[src/rtl/unit_issue_queue_if.sv]
// Purpose: bundle of command, issue, result-capture and result-read signals
//          around unit_issue_queue.
// Signals:
//   command  : cmd_wr, cmd_a, cmd_b, cmd_op -> queue ; cmd_full <- queue
//   issue    : valid, a, b, op <- queue     ; pop -> queue
//   capture  : ready <- queue               ; push, result -> queue
//   drain    : res_rd -> queue              ; res_data, res_empty <- queue
//   status   : err <- queue
// Modports:
//   master : sequencer / unit / result consumer side (drives the queue)
//   slave  : the issue queue itself
interface unit_issue_queue_if #(
  parameter int unsigned WIDTH   = 32,
  parameter int unsigned OP_BITS = 1
);

  logic               cmd_wr;
  logic [WIDTH-1:0]   cmd_a;
  logic [WIDTH-1:0]   cmd_b;
  logic [OP_BITS-1:0] cmd_op;
  logic               cmd_full;

  logic               valid;
  logic               pop;
  logic [WIDTH-1:0]   a;
  logic [WIDTH-1:0]   b;
  logic [OP_BITS-1:0] op;

  logic               ready;
  logic               push;
  logic [WIDTH-1:0]   result;

  logic               res_rd;
  logic [WIDTH-1:0]   res_data;
  logic               res_empty;

  logic               err;

  modport master (
    output cmd_wr, cmd_a, cmd_b, cmd_op,
    input  cmd_full,
    input  valid, a, b, op,
    output pop,
    input  ready,
    output push, result,
    output res_rd,
    input  res_data, res_empty,
    input  err
  );

  modport slave (
    input  cmd_wr, cmd_a, cmd_b, cmd_op,
    output cmd_full,
    output valid, a, b, op,
    input  pop,
    output ready,
    input  push, result,
    input  res_rd,
    output res_data, res_empty,
    output err
  );

endinterface

[src/rtl/unit_issue_queue.sv]
// Purpose: initiator side of an execution-unit valid/pop + ready/push
//          handshake. Commands are buffered in a FIFO and offered to the unit
//          only while a result slot is reserved for them, so the unit's
//          results are never refused; results are buffered in a second FIFO
//          that downstream logic drains.
// Ports:
//   clk  : clock
//   rst  : asynchronous reset, active-high (the unit shares it)
//   bus  : unit_issue_queue_if.slave (command, issue, capture, drain, err)
module unit_issue_queue #(
  parameter int unsigned WIDTH     = 32,
  parameter int unsigned OP_BITS   = 1,
  parameter int unsigned CMD_DEPTH = 4,
  parameter int unsigned RES_DEPTH = 4
) (
  input  logic                 clk,
  input  logic                 rst,
  unit_issue_queue_if.slave    bus
);

  localparam int unsigned CMD_AW = $clog2(CMD_DEPTH);
  localparam int unsigned RES_AW = $clog2(RES_DEPTH);
  localparam int unsigned CNT_W  = RES_AW + 1;

  typedef struct packed {
    logic [OP_BITS-1:0] op;
    logic [WIDTH-1:0]   b;
    logic [WIDTH-1:0]   a;
  } cmd_t;

  // Storage and pointers (pointers carry one extra wrap bit)
  cmd_t             r_cmd_mem [CMD_DEPTH];
  logic [WIDTH-1:0] r_res_mem [RES_DEPTH];
  logic [CMD_AW:0]  r_cmd_wp;
  logic [CMD_AW:0]  r_cmd_rp;
  logic [RES_AW:0]  r_res_wp;
  logic [RES_AW:0]  r_res_rp;
  logic [CNT_W-1:0] r_outstanding;
  logic             r_err;

  logic [CMD_AW:0]  w_cmd_count;
  logic             w_cmd_empty;
  logic             w_cmd_full;
  logic [RES_AW:0]  w_res_count;
  logic             w_res_empty;
  logic             w_res_full;
  logic [CNT_W:0]   w_inflight;
  logic             w_credit_ok;
  logic             w_valid;
  logic             w_ready;
  logic             w_write;
  logic             w_issue;
  logic             w_capture;
  logic             w_read;
  logic             w_err_set;
  logic [CNT_W-1:0] w_out_next;
  cmd_t             w_cmd_in;
  cmd_t             w_cmd_head;

  // Occupancy derived from registered pointers only
  assign w_cmd_count = r_cmd_wp - r_cmd_rp;
  assign w_cmd_empty = (r_cmd_wp == r_cmd_rp);
  assign w_cmd_full  = (w_cmd_count == (CMD_AW+1)'(CMD_DEPTH));
  assign w_res_count = r_res_wp - r_res_rp;
  assign w_res_empty = (r_res_wp == r_res_rp);
  assign w_res_full  = (w_res_count == (RES_AW+1)'(RES_DEPTH));

  // Reservation rule: in-flight plus buffered results must leave a free slot
  assign w_inflight  = (CNT_W+1)'(r_outstanding) + (CNT_W+1)'(w_res_count);
  assign w_credit_ok = (w_inflight < (CNT_W+1)'(RES_DEPTH));

  assign w_valid   = !w_cmd_empty && w_credit_ok;
  assign w_ready   = !w_res_full;
  assign w_write   = bus.cmd_wr && !w_cmd_full;
  assign w_issue   = w_valid && bus.pop;
  assign w_capture = bus.push && w_ready;
  assign w_read    = bus.res_rd && !w_res_empty;

  assign w_cmd_in   = '{op: bus.cmd_op, b: bus.cmd_b, a: bus.cmd_a};
  assign w_cmd_head = r_cmd_mem[r_cmd_rp[CMD_AW-1:0]];

  // Protocol violations: pop with nothing offered, push refused, or an
  // unsolicited result (captured anyway)
  assign w_err_set = (bus.pop && !w_valid)
                   || (bus.push && !w_ready)
                   || (w_capture && (r_outstanding == '0));

  // Outstanding count: issue and capture together cancel; never below zero
  always_comb begin
    w_out_next = r_outstanding;
    if (w_issue && !w_capture) begin
      w_out_next = r_outstanding + CNT_W'(1);
    end else if (w_capture && !w_issue && (r_outstanding != '0)) begin
      w_out_next = r_outstanding - CNT_W'(1);
    end
  end

  // Control state
  always_ff @(posedge clk or posedge rst) begin
    if (rst) begin
      r_cmd_wp      <= '0;
      r_cmd_rp      <= '0;
      r_res_wp      <= '0;
      r_res_rp      <= '0;
      r_outstanding <= '0;
      r_err         <= 1'b0;
    end else begin
      if (w_write)   r_cmd_wp <= r_cmd_wp + (CMD_AW+1)'(1);
      if (w_issue)   r_cmd_rp <= r_cmd_rp + (CMD_AW+1)'(1);
      if (w_capture) r_res_wp <= r_res_wp + (RES_AW+1)'(1);
      if (w_read)    r_res_rp <= r_res_rp + (RES_AW+1)'(1);
      r_outstanding <= w_out_next;
      if (w_err_set) r_err <= 1'b1;
    end
  end

  // Entry storage; contents behind the pointers need no reset
  always_ff @(posedge clk) begin
    if (w_write)   r_cmd_mem[r_cmd_wp[CMD_AW-1:0]] <= w_cmd_in;
    if (w_capture) r_res_mem[r_res_wp[RES_AW-1:0]] <= bus.result;
  end

  // Outputs are forced to zero whenever they are not meaningful
  assign bus.cmd_full  = w_cmd_full;
  assign bus.valid     = w_valid;
  assign bus.a         = w_valid ? w_cmd_head.a  : '0;
  assign bus.b         = w_valid ? w_cmd_head.b  : '0;
  assign bus.op        = w_valid ? w_cmd_head.op : '0;
  assign bus.ready     = w_ready;
  assign bus.res_empty = w_res_empty;
  assign bus.res_data  = w_res_empty ? '0 : r_res_mem[r_res_rp[RES_AW-1:0]];
  assign bus.err       = r_err;

endmodule

[src/flat_wrapper.sv]
// flat-port wrapper written by rule: the top's interface ports become plain ports
module unit_issue_queue_flat 
#(
  parameter int unsigned WIDTH     = 32,
  parameter int unsigned OP_BITS   = 1,
  parameter int unsigned CMD_DEPTH = 4,
  parameter int unsigned RES_DEPTH = 4
)
  (clk, rst, bus_cmd_wr, bus_cmd_a, bus_cmd_b, bus_cmd_op, bus_cmd_full, bus_valid, bus_a, bus_b, bus_op, bus_pop, bus_ready, bus_push, bus_result, bus_res_rd, bus_res_data, bus_res_empty, bus_err);
  unit_issue_queue_if #(.WIDTH(WIDTH), .OP_BITS(OP_BITS)) bus_i ();
  input  logic clk;
  input  logic rst;
  input wire logic [$bits(bus_i.cmd_wr)-1:0] bus_cmd_wr;
  input wire logic [$bits(bus_i.cmd_a)-1:0] bus_cmd_a;
  input wire logic [$bits(bus_i.cmd_b)-1:0] bus_cmd_b;
  input wire logic [$bits(bus_i.cmd_op)-1:0] bus_cmd_op;
  output wire logic [$bits(bus_i.cmd_full)-1:0] bus_cmd_full;
  output wire logic [$bits(bus_i.valid)-1:0] bus_valid;
  output wire logic [$bits(bus_i.a)-1:0] bus_a;
  output wire logic [$bits(bus_i.b)-1:0] bus_b;
  output wire logic [$bits(bus_i.op)-1:0] bus_op;
  input wire logic [$bits(bus_i.pop)-1:0] bus_pop;
  output wire logic [$bits(bus_i.ready)-1:0] bus_ready;
  input wire logic [$bits(bus_i.push)-1:0] bus_push;
  input wire logic [$bits(bus_i.result)-1:0] bus_result;
  input wire logic [$bits(bus_i.res_rd)-1:0] bus_res_rd;
  output wire logic [$bits(bus_i.res_data)-1:0] bus_res_data;
  output wire logic [$bits(bus_i.res_empty)-1:0] bus_res_empty;
  output wire logic [$bits(bus_i.err)-1:0] bus_err;
  assign bus_i.cmd_wr = bus_cmd_wr;
  assign bus_i.cmd_a = bus_cmd_a;
  assign bus_i.cmd_b = bus_cmd_b;
  assign bus_i.cmd_op = bus_cmd_op;
  assign bus_cmd_full = bus_i.cmd_full;
  assign bus_valid = bus_i.valid;
  assign bus_a = bus_i.a;
  assign bus_b = bus_i.b;
  assign bus_op = bus_i.op;
  assign bus_i.pop = bus_pop;
  assign bus_ready = bus_i.ready;
  assign bus_i.push = bus_push;
  assign bus_i.result = bus_result;
  assign bus_i.res_rd = bus_res_rd;
  assign bus_res_data = bus_i.res_data;
  assign bus_res_empty = bus_i.res_empty;
  assign bus_err = bus_i.err;
  unit_issue_queue #(.WIDTH(WIDTH), .OP_BITS(OP_BITS), .CMD_DEPTH(CMD_DEPTH), .RES_DEPTH(RES_DEPTH)) u_core (.clk(clk), .rst(rst), .bus(bus_i));
endmodule
[config.mk]
export PLATFORM = sky130hd
export DESIGN_NAME = unit_issue_queue_flat
export DESIGN_NICKNAME = d
export VERILOG_FILES = /design/src/rtl/unit_issue_queue_if.sv /design/src/rtl/unit_issue_queue.sv /design/src/flat_wrapper.sv
export SDC_FILE = /design/constraint.sdc
export NUM_CORES = 1
export LEC_CHECK = 0
export ABC_AREA = 1
export BUFFER_PORTS_ARGS = -buffer_cell sky130_fd_sc_hd__buf_2
export CAP_MARGIN = 25
export CORE_ASPECT_RATIO = 1.2
export CORE_MARGIN = 10
export CORE_UTILIZATION = 45
export CTS_CLUSTER_SIZE = 14
export DETAILED_ROUTE_END_ITERATION = 10
export PLACE_DENSITY = 0.68
export SYNTH_ARGS = -nofsm -noshare
export SYNTH_HDL_FRONTEND = slang
export SYNTH_SLANG_ARGS = --single-unit
export TNS_END_PERCENT = 100
[constraint.sdc]
create_clock -name clk -period 5.37 [get_ports clk]
set_input_delay 0.8055 -clock clk [delete_from_list [all_inputs] [get_ports clk]]
set_output_delay 0.8055 -clock clk [all_outputs]
set_load 0.05 [all_outputs]
# Yosys cells after proc, flatten, opt, wreduce, memory -nomap -nowiden
# Memories as Yosys holds them, arrays and structs flattened.
# Cells that the tools add are included.
# totals
ram_bits	388
memories	2
register_bits	16
input_bits	103
elab_cells	55
# op_classes
muxes	10
order_cmp	1
addsub	9
n_eq_ne	4
reduce_logical	23
# mem_list
name	words	width	rd	rd_ports_with_merged_regs	wr	line	text
u_core.r_cmd_mem	4	65	1	0	1	unit_issue_queue.sv:32	cmd_t r_cmd_mem [CMD_DEPTH];
u_core.r_res_mem	4	32	1	0	1	unit_issue_queue.sv:33	logic [WIDTH-1:0] r_res_mem [RES_DEPTH];
# op_table
operator	count
$mux W32	3
$add A3 B1 Y3 const B	5
$logic_and A1 B1 Y1	11
$logic_not A1 Y1	7
$eq A3 B3 Y1	2
$eq A3 B3 Y1 const B	2
$mux W3	2
$sub A3 B3 Y3	2
$mux W1	5
$add A3 B3 Y4	1
$lt A4 B3 Y1 const B	1
$logic_not A3 Y1	1
$reduce_bool A3 Y1	1
$sub A3 B1 Y3 const B	1
$logic_or A1 B1 Y1	2
$reduce_bool A2 Y1	1

# Logic depth before layout (Yosys ltp)
# Gate-level depths: netlist of run 1.
# logic_depth
word_depth	10
depth_mapped	20
depth_no_buf	20

# Least setup slack after synthesis of run 1
# OpenSTA, ideal clock, no wires.
# synth_path
kind	flip-flop to flip-flop
startpoint	register u_core.r_cmd_rp[1]
endpoint	memory u_core.r_cmd_mem[0][0] (netlist name), enable pin
synth_period_minus_slack_ns	4.613
setup_ns	0.488
path_stages_with_launch	11
n_path_buf	1
required_time_ns	4.882
path_slack_ns	0.757
t_arrival_ns	4.125
path_cell_list	dfrtp_1 > inv_2 > clkbuf_1 > ha_1 > inv_1 > nor2_1 > nor2_1 > nand2_1 > nand3_2 > nand2_4 > nor2_1
# synth_between
elab_chain_cells	6
# synth_rtl
item	line	text
start, declared	unit_issue_queue.sv:35	logic [CMD_AW:0] r_cmd_rp;
start signal, assigned	unit_issue_queue.sv:109	if (w_issue) r_cmd_rp <= r_cmd_rp + (CMD_AW+1)'(1);
$sub A3 B3 Y3	unit_issue_queue.sv:61	assign w_cmd_count = r_cmd_wp - r_cmd_rp;
$eq A3 B3 Y1	unit_issue_queue.sv:63	assign w_cmd_full = (w_cmd_count == (CMD_AW+1)'(CMD_DEPTH));
$logic_not A1 Y1	unit_issue_queue.sv:74	assign w_write = bus.cmd_wr && !w_cmd_full;
$logic_and A1 B1 Y1	unit_issue_queue.sv:74	
$mux W1	unit_issue_queue.sv:119	if (w_write) r_cmd_mem[r_cmd_wp[CMD_AW-1:0]] <= w_cmd_in;
$mux W1 (implied by the code)	unit_issue_queue.sv:119	
end, declared	unit_issue_queue.sv:32	
# Every way passes these cells.

# Worst setup path in the final report of run 1
# layout_path
startpoint	register u_core.r_res_rp[1]
endpoint	output bus_b[8]
# layout_between
elab_chain_cells	5
# layout_rtl
item	line	text
start, declared	unit_issue_queue.sv:37	logic [RES_AW:0] r_res_rp;
start signal, assigned	unit_issue_queue.sv:111	if (w_read) r_res_rp <= r_res_rp + (RES_AW+1)'(1);
$sub A3 B3 Y3	unit_issue_queue.sv:64	assign w_res_count = r_res_wp - r_res_rp;
$add A3 B3 Y4	unit_issue_queue.sv:69	assign w_inflight = (CNT_W+1)'(r_outstanding) + (CNT_W+1)'(w_res_count);
$lt A4 B3 Y1	unit_issue_queue.sv:70	assign w_credit_ok = (w_inflight < (CNT_W+1)'(RES_DEPTH));
$logic_and A1 B1 Y1	unit_issue_queue.sv:72	assign w_valid = !w_cmd_empty && w_credit_ok;
$mux W32	unit_issue_queue.sv:127	assign bus.b = w_valid ? w_cmd_head.b : '0;
end, declared	flat_wrapper.sv:20	output wire logic [$bits(bus_i.b)-1:0] bus_b;
# Every way passes these cells.

==> results of run 1 <==
-- critical path, cell delays in order (launching register included) --
cell,delay (ns)
dfrtp_1,0.32
buf_4,0.39
clkinv_1,0.20
fa_1,0.48
inv_1,0.08
nand3_2,0.10
and2_1,0.17
ha_1,0.27
inv_1,0.06
nand2_1,0.06
nor2_2,0.19
nand2_4,0.49
a21oi_1,0.37
buf_2,0.32
-- worst paths after layout --
| kind | from | endpoint | slack (ns) | cells after the start |
|---|---|---|---|---|
| max | u_core.r_res_rp[1] | bus_b[8] | 0.47 | 13 |
| min | rst | u_core.bus.err | 0.37 | 2 |
| min in group clk | u_core.bus.err | u_core.bus.err | 0.47 | 2 |
| max reg2reg | u_core.r_res_rp[1] | u_core.r_outstanding[2] | 1.86 | 18 |
| min reg2reg | u_core.bus.err | u_core.bus.err | 0.47 | 2 |
| max in group asynchronous | rst | u_core.r_cmd_rp[0] | 4.51 | 2 |
-- kinds of logic (layout without fill, tap and decap cells) --
family / after synthesis / in the layout
AOI/OAI and AO/OA: 298 / 298
xor gates and xnor gates: 9 / 9
adders and majority gates: 18 / 18
buffers and inverters: 110 / 333
DFF: 404 / 404
other: 0 / 5
and+or+nand+nor: 445 / 445
-- registers in the layout, indices dropped and copies added, names as in the netlist --
signal	cells
u_core.r_cmd_mem	260
u_core.r_res_wp	3
u_core.r_res_rp	3
u_core.r_outstanding	3
u_core.bus.err	1
u_core.r_cmd_rp	3
u_core.r_cmd_wp	3
u_core.r_res_mem	128
-- synthesized netlist by cell type (7+ instances only) --
library cell,n,area share [%]
xor2_1,7,0.38
buf_2,30,0.92
nor2_1,400,9.2
buf_1,7,0.16
ha_1,16,1.2
buf_4,9,0.42
clkbuf_1,23,0.53
a21oi_1,70,2.2
edfxtp_1,388,72
o21ai_0,195,6.0
a21oi_2,29,1.6
dfrtp_1,16,2.5
inv_1,29,0.67
nand2_1,23,0.53
-- per-stage QoR --
step           std cells  worst slack, ns  util (%)  cell area (µm²)  hold slack (ns)
4_1_cts             1973            0.416      52.9            19000            0.381
2_1_floorplan       1284            0.757         -            16300            0.483
3_5_place_dp        1902            0.976      49.4            17700            0.464
5_1_grt             1975            0.158      53.0            19000            0.414
6_report            1980            0.472      53.1            19000            0.370
3_3_place_gp        1901             1.13      49.4            17700            0.468
-- layer usage --
| metal | vias up | share of wire (%) |
|---|---|---|
| met5 | - | 0.085 |
| met4 | 6 | 1.3 |
| met3 | 43 | 7.7 |
| met2 | 296 | 49 |
| met1 | 4873 | 41 |
| li1 | 4897 | - |
-- final cells by class --
type	count	area [µm²]	area share, %
flip-flops and latches	404	12100	63.4
multi-input cells	770	3730	19.6
repair buffers	226	1250	6.58
clock buffers	50	1040	5.45
well taps	468	586	3.08
clock inverters	21	209	1.10
inverters	36	140	0.736
diodes	5	12.5	0.0658
-- placed cells by master (no fill, tap or decap) --
| master | synthesis | layout |
|---|---|---|
| a21oi_1 | 70 | 70 |
| a21oi_2 | 29 | 29 |
| and2_1 | 1 | 1 |
| buf_12 | 0 | 2 |
| buf_16 | 0 | 2 |
| buf_2 | 30 | 204 |
| buf_4 | 9 | 18 |
| bufinv_16 | 0 | 4 |
| clkbuf_1 | 23 | 9 |
| clkbuf_16 | 0 | 39 |
| clkbuf_8 | 0 | 2 |
| clkinv_1 | 1 | 7 |
| clkinv_2 | 1 | 10 |
| dfrtp_1 | 16 | 13 |
| dfrtp_2 | 0 | 2 |
| dfrtp_4 | 0 | 1 |
| diode_2 | 0 | 5 |
| edfxtp_1 | 388 | 388 |
| fa_1 | 2 | 2 |
| ha_1 | 16 | 16 |
| inv_1 | 29 | 29 |
| inv_2 | 4 | 3 |
| inv_4 | 1 | 1 |
| inv_6 | 0 | 3 |
| nand2_1 | 23 | 23 |
| nand2_2 | 4 | 3 |
| nand2_4 | 2 | 3 |
| nand3_1 | 4 | 4 |
| nand3_2 | 4 | 4 |
| nand3_4 | 2 | 2 |
| nand4_1 | 2 | 2 |
| nor2_1 | 400 | 394 |
| nor2_2 | 2 | 5 |
| nor2_4 | 1 | 4 |
| o21ai_0 | 195 | 195 |
| o21ai_1 | 4 | 4 |
| xnor2_1 | 1 | 1 |
| xnor2_2 | 1 | 1 |
| xor2_1 | 7 | 7 |
==> metrics.txt, run 1 <==
status complete, no violations; f_max 0.204 GHz; Final Hold Viols 0; largest family of logic cells by synthesized area simple AND/OR/NAND/NOR gates; die area 0.0442 mm²; post-CTS setup buffers 0; Seq/Total Area, Yosys 74.0%; hold buffer count at CTS 0; Global Route met2 Usage 26.9%; drt total wl 36.5 mm; WS Path Type reg2out; Clock Path Buffers 3; worst skew pair latency 0.52 ns; Num CTS Buffers 39; unrepaired setup endpoints after global routing no; Mapped Avg Cell Area 12.7 µm²; CTS sink cnt 404; Tmin final 4.90 ns; CTS tree done; CORE AREA 0.0358 mm²; total grt overflow 0; post-synthesis net count 1405; synth warn 0; largest net degree at the start of global routing 99; Clock Skew 0.0147 ns; die height 228 µm; GRT Total Usage 15.9%; H-tree levels 2; EDFF count, synth 388; Final nets 1598; Tcrit/Tclk final 91.2%; worst slew pin tran 0.985 ns; DR iter-0 viols 749; grt met1 use 20.1%; Post-Syn Instances 1284; Std-Cell Rows 76; global route hottest layer met2; clk slew on worst S/H paths 0.06 ns; CP max FO 67; Starting Density 45.4%; number of port buffers 204; count of cell types in the netlist 32; Adder-Cell Fraction of Synth Area 1.48%; HP Class in2async; Arr. time, crit path 4.09 ns; Area Growth Syn to Fin 16.9%; initial antenna violation count 6; Setup crit end kind output port; setup violators final 0; Final Max Tran Viols 0; met3 Track Usage GR 3.99%; Async S/R FF share, synth 3.96%; DR DRC count 0; required time of the critical path 4.56 ns; share of cells above drive strength 1 22.7%; number of global-route vias before repair 10100; Post-CTS Resized 0; first-pass iteration count of the detailed router 5; startpoint types flip-flop; # IOs 205; share of synthesized area spent on multiplexers 0%; drt wl/cell 18.5 µm; Synth Area in Compound Gates 9.83%; post-DR vias/cell 5.11; post-synthesis simple-gate area fraction 10.9%; Top FF cell, synth edfxtp_1; post-DP HPWL 22.1 mm; RD Place Congestion 0.777; via count 10100; first-pass GRT wire length 56.8 mm; Synth Cell Area 0.0163 mm²; Post-Synth XOR/XNOR Area 0.530%; fillers 2980; maxcap violations 0; Rel. slew slack 34.1%; Setup TNS 0 ns; Clock Tree Root clkbuf_16; number of synthesized register bits 404; Die X 194 µm; Routed Antenna Nets 0
Power of run 1 is left out: the tool's default activity adds up to more than one toggle a clock period on the data nets, which glitch-free logic cannot reach.
==> run 2, diff against run 1 <==
Settings changed: ABC_AREA 1 to 0.
==> metrics.txt, run 2 <==
Synth Area in Compound Gates 0.430%; DR DRC count 0; CTS sink cnt 404; Final Max Tran Viols 0; die area 0.0428 mm²; CORE AREA 0.0343 mm²; Setup crit start u_core.r_res_wp[0]; first-pass GRT wire length 49.3 mm; EDFF count, synth 388; Post-Syn Instances 724; slowest CP cell a311oi_4; Rel. slew slack 32.9%; Clock Tree Root clkbuf_16; count of cell types in the netlist 34; Post-CTS Resized 0; drt wl/cell 22.5 µm; hold buffer count at CTS 0; startpoint types flip-flop; most frequent cells in the layout edfxtp_1 (388), buf_2 (204), mux4_2 (97); clk slew on worst S/H paths 0.06 ns; Adder-Cell Fraction of Synth Area 1.53%; first-pass iteration count of the detailed router 4; CTS tree done; fin worst setup slack 0.738 ns; storage element area 0.0121 mm²; Finished Layout Cells 1435; via count 7637; required time of the critical path 4.56 ns; Final nets 1063; Std-Cell Rows 74; share of cells above drive strength 1 40.1%; number of global-route vias before repair 8398; unrepaired setup endpoints after global routing no; Setup crit end kind output port; Synth Cell Area 0.0157 mm²; CP max FO 50; Seq/Total Area, Yosys 76.7%; Top FF cell, synth edfxtp_1; post-DR vias/cell 5.32; Area Growth Syn to Fin 19.0%; multi-input logic area 0.00350 mm²; Cells after DPL 1355; Crit Reg-Reg Startpoint u_core.r_res_wp[0]; Mapped Avg Cell Area 21.7 µm²; initial antenna violation count 13; share of synthesized area spent on multiplexers 14.2%; WS Path Type reg2out; most common cell in the netlist edfxtp_1; H-tree levels 2; setup violators final 0; number of port buffers 204; drt total wl 32.3 mm; Die X 191 µm; Arr. time, crit path 3.83 ns; DR iter-0 viols 537; die height 225 µm; maxcap violations 0; status complete, no violations; RD Place Congestion 0.745; Critical Path Max Stage Delay 0.83 ns; f_max 0.216 GHz; Async S/R FF share, synth 3.96%; post-synthesis simple-gate area fraction 4.92%; largest family of logic cells by synthesized area multiplexers; Clock Skew 0.0143 ns; commonest non-fill, non-tap cell in the layout edfxtp_1; HP Class in2async; Synth area leader edfxtp_1; Final Hold Viols 0; largest net degree at the start of global routing 68; fillers 2666; post-DP HPWL 19.5 mm; total grt overflow 0; DP Worst Slack 1.25 ns; post-synth top area share 74.1%; post-CTS setup buffers 0; Post-Synth XOR/XNOR Area 0.876%; Synth area leaders edfxtp_1 (74%), mux4_2 (14%), and3_1 (2.7%), dfrtp_1 (2.5%), nor2b_1 (1.4%); number of synthesized register bits 404; synth warn 0; cell family with most CP delay compound AO/OA/AOI/OAI gates; Num CTS Buffers 41; # IOs 205; worst slew pin tran 1.01 ns; Tcrit/Tclk final 86.3%; commonest cells in the netlist edfxtp_1 (388), mux4_2 (97), and3_1 (67), nor2b_1 (34), clkbuf_1 (29); Crit path buffers/inverters 4; max reg flops 260; worst skew pair latency 0.54 ns; Clock Path Buffers 3; Routed Antenna Nets 0; GRT Total Usage 14.9%; Starting Density 45.9%; post-synthesis net count 845; Setup TNS 0 ns; critical-path cell list inv_1 > ha_1 > inv_1 > fa_1 > xnor3_2 > ha_1 > a311oi_4 > buf_12 > and3_1 > buf_2; Tmin final 4.63 ns
-- run 2: stage by stage --
stage                     instance area, µm²  util (%)  hold WS (ns)
final                                  18700      54.6         0.373
after global routing                   18700      54.6         0.420
after CTS                              18700      54.6         0.371
after detailed placement               17300      50.5         0.478
after global placement                 17300      50.5         0.458
after floorplan                        15700         -         0.462
-- run 2: worst paths after layout --
| path | slack, ns | end | cells past startpoint |
|---|---|---|---|
| max | 0.74 | bus_b[2] | 10 |
| max reg2reg | 1.29 | u_core.r_outstanding[2] | 15 |
| min | 0.37 | u_core.r_outstanding[1] | 2 |
| min reg2reg | 0.49 | u_core.r_cmd_wp[2] | 1 |
| max in group asynchronous | 4.52 | u_core.r_cmd_rp[1] | 2 |
| min in group clk | 0.48 | u_core.r_cmd_mem[0][11] | 1 |
-- run 2: area by class of cell --
| cell class | count | area share, % |
|---|---|---|
| Tap cell | 456 | 3.05 |
| Sequential cell | 404 | 64.5 |
| Inverter | 13 | 0.261 |
| Clock inverter | 23 | 1.44 |
| Clock buffer | 52 | 5.93 |
| Multi-Input combinational cell | 267 | 18.7 |
| Antenna cell | 5 | 0.0669 |
| Timing Repair Buffer | 215 | 6.03 |
-- run 2: per-layer routing --
| metal | vias up | part of all wire [%] | global-route usage, % |
|---|---|---|---|
| met4 | 14 | 2.0 | 3.92 |
| met1 | 3922 | 40 | 18.3 |
| met2 | 234 | 50 | 25.0 |
| met3 | 62 | 7.9 | 4.83 |
| met5 | - | 0.27 | 0 |
| li1 | 3405 | - | - |
-- run 2: logic make-up after synthesis --
group | after synthesis
flops | 404
simple gates | 124
mux | 101
buf+inv | 53
fa+ha+maj | 18
xor+xnor | 14
compound gates | 10
-- run 2: worst register-to-register path, delay by kind of cell, from the launching register on --
kind / cells / cell delay (ns)
adder cells (fa/ha/maj): 4 / 1.29
AND/OR/NAND/NOR: 3 / 0.47
AO/OA/AOI/OAI: 2 / 0.75
XOR/XNOR: 2 / 0.41
flip-flops: 1 / 0.40
buffers and inverters: 4 / 0.64
Power of run 2 is left out for the same reason.
